--- src/rtl/pll_seq_ctrl_if.sv ---
// Register-side configuration channel for the PLL sequencer.
// The requester holds cfg_req_i until it sees the one-cycle cfg_ack_o.
interface pll_seq_ctrl_if;
  logic        cfg_req_i;
  logic [9:0]  cfg_ratio_i;
  logic [23:0] cfg_fraction_i;
  logic [9:0]  cfg_zdiv0_ratio_i;
  logic        cfg_ack_o;

  modport master (
    output cfg_req_i, cfg_ratio_i, cfg_fraction_i, cfg_zdiv0_ratio_i,
    input  cfg_ack_o
  );

  modport slave (
    input  cfg_req_i, cfg_ratio_i, cfg_fraction_i, cfg_zdiv0_ratio_i,
    output cfg_ack_o
  );
endinterface

--- src/rtl/pll_seq_ctrl.sv ---
// PLL power-up / lock / reconfiguration sequencer: LDO ramp, lock qualification,
// lock timeout and loss-of-lock handling, and req/ack latching of the PLL map fields.
module pll_seq_ctrl #(
  parameter int unsigned LDO_WAIT_CYC     = 64,
  parameter int unsigned LOCK_FILT        = 4,
  parameter int unsigned LOCK_TIMEOUT_CYC = 4096,
  parameter int unsigned PLLEN_OFF_CYC    = 8
) (
  input  logic          clk_i,
  input  logic          rst_i,
  input  logic          enable_i,
  input  logic          powergood_vnn_i,
  pll_seq_ctrl_if.slave cfg,
  input  logic          pll_lock_i,
  output logic          ldo_enable_o,
  output logic          pllen_o,
  output logic          bypass_o,
  output logic [9:0]    ratio_o,
  output logic [23:0]   fraction_o,
  output logic [9:0]    zdiv0_ratio_o,
  output logic          locked_o,
  output logic          busy_o,
  output logic          err_timeout_o,
  output logic          lock_lost_o,
  output logic [2:0]    state_o
);

  localparam logic [2:0] ST_OFF       = 3'd0;
  localparam logic [2:0] ST_LDO_UP    = 3'd1;
  localparam logic [2:0] ST_WAIT_LOCK = 3'd2;
  localparam logic [2:0] ST_LOCKED    = 3'd3;
  localparam logic [2:0] ST_RELOCK    = 3'd4;
  localparam logic [2:0] ST_ERROR     = 3'd5;

  localparam int unsigned MAX_A   = (LDO_WAIT_CYC > PLLEN_OFF_CYC) ? LDO_WAIT_CYC : PLLEN_OFF_CYC;
  localparam int unsigned CNT_MAX = (MAX_A > LOCK_TIMEOUT_CYC) ? MAX_A : LOCK_TIMEOUT_CYC;
  localparam int unsigned CNT_W   = $clog2(CNT_MAX + 1);
  localparam int unsigned FILT_W  = $clog2(LOCK_FILT + 1);

  localparam logic [CNT_W-1:0]  LDO_LAST  = CNT_W'(LDO_WAIT_CYC - 1);
  localparam logic [CNT_W-1:0]  TMO_LAST  = CNT_W'(LOCK_TIMEOUT_CYC - 1);
  localparam logic [CNT_W-1:0]  OFF_LAST  = CNT_W'(PLLEN_OFF_CYC - 1);
  localparam logic [FILT_W-1:0] FILT_SAT  = FILT_W'(LOCK_FILT);

  logic              sync1;
  logic              lock_s;
  logic [FILT_W-1:0] filt_cnt;
  logic              qlock;
  logic [2:0]        state;
  logic [2:0]        state_nx;
  logic [CNT_W-1:0]  cnt;
  logic              run;
  logic              tmo_set;
  logic              lost_set;
  logic              sticky_clr;
  logic              cfg_take;

  assign run     = enable_i & powergood_vnn_i;
  assign qlock   = (filt_cnt >= FILT_SAT);
  assign state_o = state;

  // Lock qualification: two-flop synchronizer, then a saturating run-length filter.
  always_ff @(posedge clk_i or posedge rst_i) begin
    if (rst_i) begin
      sync1    <= 1'b0;
      lock_s   <= 1'b0;
      filt_cnt <= '0;
    end else begin
      sync1  <= pll_lock_i;
      lock_s <= sync1;
      if (!lock_s)
        filt_cnt <= '0;
      else if (!qlock)
        filt_cnt <= filt_cnt + 1'b1;
    end
  end

  always_comb begin
    state_nx = state;
    tmo_set  = 1'b0;
    lost_set = 1'b0;
    case (state)
      ST_OFF:       if (run) state_nx = ST_LDO_UP;
      ST_LDO_UP:    if (cnt == LDO_LAST) state_nx = ST_WAIT_LOCK;
      ST_WAIT_LOCK: begin
        if (qlock) begin
          state_nx = ST_LOCKED;
        end else if (cnt == TMO_LAST) begin
          state_nx = ST_ERROR;
          tmo_set  = 1'b1;
        end
      end
      ST_LOCKED: begin
        if (!lock_s) begin
          state_nx = ST_WAIT_LOCK;
          lost_set = 1'b1;
        end else if (cfg.cfg_req_i) begin
          state_nx = ST_RELOCK;
        end
      end
      ST_RELOCK:    if (cnt == OFF_LAST) state_nx = ST_WAIT_LOCK;
      ST_ERROR:     state_nx = ST_ERROR;
      default:      state_nx = ST_OFF;
    endcase
    // Power-down wins over everything, including flag-setting transitions.
    if (!run && state != ST_OFF) begin
      state_nx = ST_OFF;
      tmo_set  = 1'b0;
      lost_set = 1'b0;
    end
  end

  assign sticky_clr = (state == ST_OFF) && (state_nx == ST_LDO_UP);
  assign cfg_take   = cfg.cfg_req_i && !cfg.cfg_ack_o &&
                      ((state == ST_OFF) || (state == ST_ERROR) ||
                       ((state == ST_LOCKED) && (state_nx == ST_RELOCK)));

  always_ff @(posedge clk_i or posedge rst_i) begin
    if (rst_i) begin
      state         <= ST_OFF;
      cnt           <= '0;
      ldo_enable_o  <= 1'b0;
      pllen_o       <= 1'b0;
      bypass_o      <= 1'b1;
      locked_o      <= 1'b0;
      busy_o        <= 1'b0;
      err_timeout_o <= 1'b0;
      lock_lost_o   <= 1'b0;
      cfg.cfg_ack_o <= 1'b0;
      ratio_o       <= '0;
      fraction_o    <= '0;
      zdiv0_ratio_o <= '0;
    end else begin
      state        <= state_nx;
      cnt          <= (state_nx != state) ? '0 : cnt + 1'b1;
      ldo_enable_o <= (state_nx != ST_OFF);
      pllen_o      <= (state_nx == ST_WAIT_LOCK) || (state_nx == ST_LOCKED);
      bypass_o     <= (state_nx != ST_LOCKED);
      locked_o     <= (state_nx == ST_LOCKED);
      busy_o       <= (state_nx == ST_LDO_UP) || (state_nx == ST_WAIT_LOCK) ||
                      (state_nx == ST_RELOCK);
      if (sticky_clr) begin
        err_timeout_o <= 1'b0;
        lock_lost_o   <= 1'b0;
      end else begin
        if (tmo_set)  err_timeout_o <= 1'b1;
        if (lost_set) lock_lost_o   <= 1'b1;
      end
      cfg.cfg_ack_o <= cfg_take;
      if (cfg_take) begin
        ratio_o       <= cfg.cfg_ratio_i;
        fraction_o    <= cfg.cfg_fraction_i;
        zdiv0_ratio_o <= cfg.cfg_zdiv0_ratio_i;
      end
    end
  end

endmodule

--- src/flat_wrapper.sv ---
// flat-port wrapper written by rule: the top's interface ports become plain ports
module pll_seq_ctrl_flat 
#(
  parameter int unsigned LDO_WAIT_CYC     = 64,
  parameter int unsigned LOCK_FILT        = 4,
  parameter int unsigned LOCK_TIMEOUT_CYC = 4096,
  parameter int unsigned PLLEN_OFF_CYC    = 8
)
  (clk_i, rst_i, enable_i, powergood_vnn_i, pll_lock_i, ldo_enable_o, pllen_o, bypass_o, ratio_o, fraction_o, zdiv0_ratio_o, locked_o, busy_o, err_timeout_o, lock_lost_o, state_o, cfg_cfg_req_i, cfg_cfg_ratio_i, cfg_cfg_fraction_i, cfg_cfg_zdiv0_ratio_i, cfg_cfg_ack_o);
  pll_seq_ctrl_if cfg_i ();
  input  logic clk_i;
  input  logic rst_i;
  input  logic enable_i;
  input  logic powergood_vnn_i;
  input  logic pll_lock_i;
  output logic ldo_enable_o;
  output logic pllen_o;
  output logic bypass_o;
  output logic [9:0] ratio_o;
  output logic [23:0] fraction_o;
  output logic [9:0] zdiv0_ratio_o;
  output logic locked_o;
  output logic busy_o;
  output logic err_timeout_o;
  output logic lock_lost_o;
  output logic [2:0] state_o;
  input wire logic [$bits(cfg_i.cfg_req_i)-1:0] cfg_cfg_req_i;
  input wire logic [$bits(cfg_i.cfg_ratio_i)-1:0] cfg_cfg_ratio_i;
  input wire logic [$bits(cfg_i.cfg_fraction_i)-1:0] cfg_cfg_fraction_i;
  input wire logic [$bits(cfg_i.cfg_zdiv0_ratio_i)-1:0] cfg_cfg_zdiv0_ratio_i;
  output wire logic [$bits(cfg_i.cfg_ack_o)-1:0] cfg_cfg_ack_o;
  assign cfg_i.cfg_req_i = cfg_cfg_req_i;
  assign cfg_i.cfg_ratio_i = cfg_cfg_ratio_i;
  assign cfg_i.cfg_fraction_i = cfg_cfg_fraction_i;
  assign cfg_i.cfg_zdiv0_ratio_i = cfg_cfg_zdiv0_ratio_i;
  assign cfg_cfg_ack_o = cfg_i.cfg_ack_o;
  pll_seq_ctrl #(.LDO_WAIT_CYC(LDO_WAIT_CYC), .LOCK_FILT(LOCK_FILT), .LOCK_TIMEOUT_CYC(LOCK_TIMEOUT_CYC), .PLLEN_OFF_CYC(PLLEN_OFF_CYC)) u_core (.clk_i(clk_i), .rst_i(rst_i), .enable_i(enable_i), .powergood_vnn_i(powergood_vnn_i), .cfg(cfg_i), .pll_lock_i(pll_lock_i), .ldo_enable_o(ldo_enable_o), .pllen_o(pllen_o), .bypass_o(bypass_o), .ratio_o(ratio_o), .fraction_o(fraction_o), .zdiv0_ratio_o(zdiv0_ratio_o), .locked_o(locked_o), .busy_o(busy_o), .err_timeout_o(err_timeout_o), .lock_lost_o(lock_lost_o), .state_o(state_o));
endmodule
--- config.mk ---
export PLATFORM = sky130hd
export DESIGN_NAME = pll_seq_ctrl_flat
export DESIGN_NICKNAME = d
export VERILOG_FILES = /design/src/rtl/pll_seq_ctrl_if.sv /design/src/rtl/pll_seq_ctrl.sv /design/src/flat_wrapper.sv
export SDC_FILE = /design/constraint.sdc
export NUM_CORES = 1
export LEC_CHECK = 0
export CAP_MARGIN = 25
export CORE_MARGIN = 3
export CORE_UTILIZATION = 50
export CTS_BUF_LIST = sky130_fd_sc_hd__clkbuf_16
export DETAILED_ROUTE_END_ITERATION = 6
export PLACE_DENSITY = 0.94
export SLEW_MARGIN = 20
export SYNTH_ARGS = -nofsm -noshare
export SYNTH_HDL_FRONTEND = slang
export SYNTH_SLANG_ARGS = --single-unit
--- constraint.sdc ---
create_clock -name clk_i -period 3.3 [get_ports clk_i]
set_input_delay 0.33 -clock clk_i [delete_from_list [all_inputs] [get_ports clk_i]]
set_output_delay 0.33 -clock clk_i [all_outputs]
set_load 0.02 [all_outputs]
==> metrics list <==
* Run status: finished, final reports clean
- Antenna violations before repair: 0
- Overall Global Routing Usage: 21.85%
* Detailed router's first-iteration violation count: 149
* Setup slack of the most critical reg-to-reg path: 0.88 ns
* Fraction of layout cells with a size suffix above 1: 11.68%
* Worst flop-to-flop path endpoint: u_core.cnt[2]
- Number of post-CTS setup repair buffers: 0
* Via/cell ratio: 5.476
- For this design the total switching power over the nets is 1.362 mW.
* Number of nets in the finished design: 416
* Clk root buf: clkbuf_16
* Routed wire length per instance: 16.97 um
* HPWL after DPL: 5.365 mm
- Data on the critical path is required at its endpoint by 3.47 ns.
- The later pin in the worst-skew pair is clocked with a latency of 0.33 ns.
* Final std cell area, no fill: 4698 um^2
* Comb power frac: 40.9%
- The total overflow left after global routing is 0.
* Synthesized netlist cell count: 259
- Number of global-route vias before repair: 2559
* Vert. Die Dim: 87.74 um
* Final RePlAce weighted congestion: 0.9210
- Number of library cell types mapped by synthesis: 60
* Clock tree from TritonCTS: built
- Number of slew-limit violations in the final report: 0
- Summed over all cells, the static leakage comes to 1.956 nW.
* Part of the cycle the worst path needs: 73.48%
* Total design power: 3.982 mW
- The number of antenna diodes in the final layout is 0.
* Number of enable-type register cells in the synthesized netlist: 0
- The startpoint identified for the worst register-to-register timing path is u_core.state_o[0].
* Post-Place Setup Slack: 0.8915 ns
* Number of buffers added on ports: 104
- Summing over every cut layer, the via total after detailed routing is 2437.
* Area of the die: 7698 um^2
* Largest fanout on the critical path: 19
* Power per cell area: 847.5 nW/um^2
- Nature of the critical path startpoint: flop
* Worst setup path category: flop to flop
* Setup slack after layout: 0.8753 ns
- Starting Density: 52.02%
- At the pin with the least slew margin, the transition time is 0.8827 ns.
- Final core utilization: 73.15%
* Total of endpoints with negative setup slack in the final report: 0
- Drt first pass iters: 4
* Clock edge transition at the registers on the reported setup and hold paths: 0.06 ns
- Hold wc startpoint: u_core.sync1
- Count of cells along the worst hold path: 0
- Remaining DRCs: 0
* Worst hold-check slack: 0.3540 ns
* Worst hold endpoint: u_core.lock_s
* Total negative slack for setup checks: 0 ns
- Entering global routing, the biggest net connects 46 pins.
- The initialized floorplan defines 29 standard-cell rows.
- PostCTS Resize Cnt: 0
- Synthesized netlist net count: 312
* Endpoint arrival time on the critical path: 2.60 ns
- Number of hold violations in the final report: 0
* Slew headroom: 40.61%
* Register area share after synthesis: 54.72%
* Max clock buf depth: 2
- Cell count after placement: 429
- STA classifies the critical path endpoint as a flop.
- Max-cap violations: 0
- Hold repair after CTS inserted 0 buffers.
- Synth warn: 0
- Fill cells in the final layout number 431.
- Final cell count without fillers: 445
* Total number of H-tree levels: 3
- From synthesis to final layout, the design area changed by 40.64%.
- Number of storage elements in the synthesis netlist: 73
- Synthesized cell area: 3341 um^2
- The number of clock buffers added by TritonCTS is 9.
- Type of the worst min-delay path: flop to flop
- In the synthesized netlist the dominant register cell turns out to be dfrtp_1.
- Area occupied by multi-input gates: 1388 um^2
- In this run switching power makes up 34.20% of total power.
- Proportion of register bits with asynchronous set or reset after synthesis: 100.0%
* Clock power share: 23.3%
- From left edge to right edge, the die measures 87.74 um.
- The first global-routing pass estimated 12.79 mm of wire.
- Unrepaired setup endpoints after global routing: false
* Flip-flop and latch area: 1828 um^2
- Derived from the worst setup path, the maximum achievable clock frequency is 412.4 MHz.
* Sink count of the clock tree: 73
* Remaining antenna violation count after routing: 0
* CORE AREA: 6422 um^2
- Final WL: 7.550 mm
- After synthesis, the mean cell area works out to 12.90 um^2.
- Dpl cell area: 4410 um^2
- IR analysis of the VDD net gives a maximum drop of 589.4 uV.
- Between clock sinks in the finished design, the worst skew comes to 0.005098 ns.
- Sequential fraction of design power: 35.7%
- During I/O placement, the number of pins put on the boundary was 105.
- Internal power: 2.620 mW
- Counting cells, the worst reg-to-reg path comes to 5.
- Tmin final: 2.425 ns
cells in the final DEF, fill, tap and decap left out, types with 3 or more instances in the layout:
cell type,synthesis,final
a21oi_1,4,4
a31oi_1,4,4
clkbuf_16,0,9
clkdlybuf4s50_1,0,104
dfrtp_1,72,72
ha_1,3,3
inv_1,5,5
mux2_1,45,45
nand2_1,10,10
nand2b_1,4,4
nand3_1,4,4
nand4_1,4,4
nor2_1,12,12
nor3_1,9,9
nor3_2,10,10
o21ai_0,3,3
xnor2_1,9,9
xor2_1,3,3
layout make-up:
class	count	area share (%)
flip-flops and latches	73	38.91
repair buffers	107	22.90
inverters	6	0.4794
clock inverters	7	1.332
clock buffers	9	4.794
multi-input cells	166	29.53
well taps	77	2.051
worst max-delay path: stages (launching register included):
cell,delay (ns)
dfrtp_1,0.69
nand4bb_1,0.29
a21oi_1,0.12
a211o_2,0.37
o211ai_2,0.66
nor3_1,0.13
synthesized netlist by cell type, drive strengths merged, types with 3 or more instances:
cell	number	area, um^2
a21oi	4	20.02
ha	3	37.54
nand2	11	43.80
dfrtp	72	1802
a31oi	4	25.02
xnor2	9	78.83
o21ai	5	25.02
buf	10	77.57
clkbuf	4	25.02
nor4	3	48.80
mux2	45	506.7
inv	6	22.52
nand3	5	30.03
nand2b	4	25.02
nor2	13	51.30
nand4	5	37.53
xor2	3	26.28
nor3	19	145.1
state kept, by name, indices dropped and copies added (netlist names):
register / cells
u_core.busy_o: 1
u_core.bypass_o: 1
u_core.cfg.cfg_ack_o: 1
u_core.cnt: 13
u_core.err_timeout_o: 1
u_core.filt_cnt: 3
u_core.fraction_o: 24
u_core.ldo_enable_o: 1
u_core.lock_lost_o: 1
u_core.lock_s: 1
u_core.locked_o: 1
u_core.pllen_o: 1
u_core.ratio_o: 10
u_core.state_o: 3
u_core.sync1: 1
u_core.zdiv0_ratio_o: 10
metal layers:
layer  vias to the layer above  track usage (%)  share of wire, %
li1                       1143                -                 -
met5                         -                0                 0
met4                         0            6.974               1.3
met3                        11            6.773               7.5
met1                      1179            26.65                39
met2                       104            37.05                52
power groups by stage:
stage | Clock (mW) | Combinational, mW | Sequential [mW]
5_1_grt | 0.995 | 1.75 | 1.46
6_report | 0.929 | 1.63 | 1.42
3_5_place_dp | 0 | 1.64 | 1.43
3_3_place_gp | 0 | 1.61 | 1.42
4_1_cts | 0.951 | 1.65 | 1.42
2_1_floorplan | 0 | 0.543 | 1.76
worst max-delay path by stage:
stage / from / endpoint / slack, ns
after floorplan: rst_i / u_core.busy_o / 1.12
after global placement: enable_i / u_core.cnt[12] / 0.97
after detailed placement: powergood_vnn_i / u_core.cnt[2] / 0.89
after CTS: u_core.state_o[0] / u_core.cnt[2] / 0.90
after global routing: u_core.cnt[0] / u_core.cnt[2] / 0.62
final: u_core.state_o[0] / u_core.cnt[2] / 0.88
logic make-up (layout without fill, tap and decap cells):
| kind of cell | after synthesis | count (layout) | synth area share (%) |
|---|---|---|---|
| adders and majority gates | 4 | 4 | 1.423 |
| and+or+nand+nor | 77 | 77 | 15.54 |
| muxes | 46 | 46 | 15.47 |
| xor gates and xnor gates | 12 | 12 | 3.146 |
| AOI/OAI and AO/OA | 27 | 27 | 5.955 |
| buffers and inverters | 20 | 129 | 3.745 |
| DFF | 73 | 73 | 54.72 |
(Power assumes the default switching activity.)
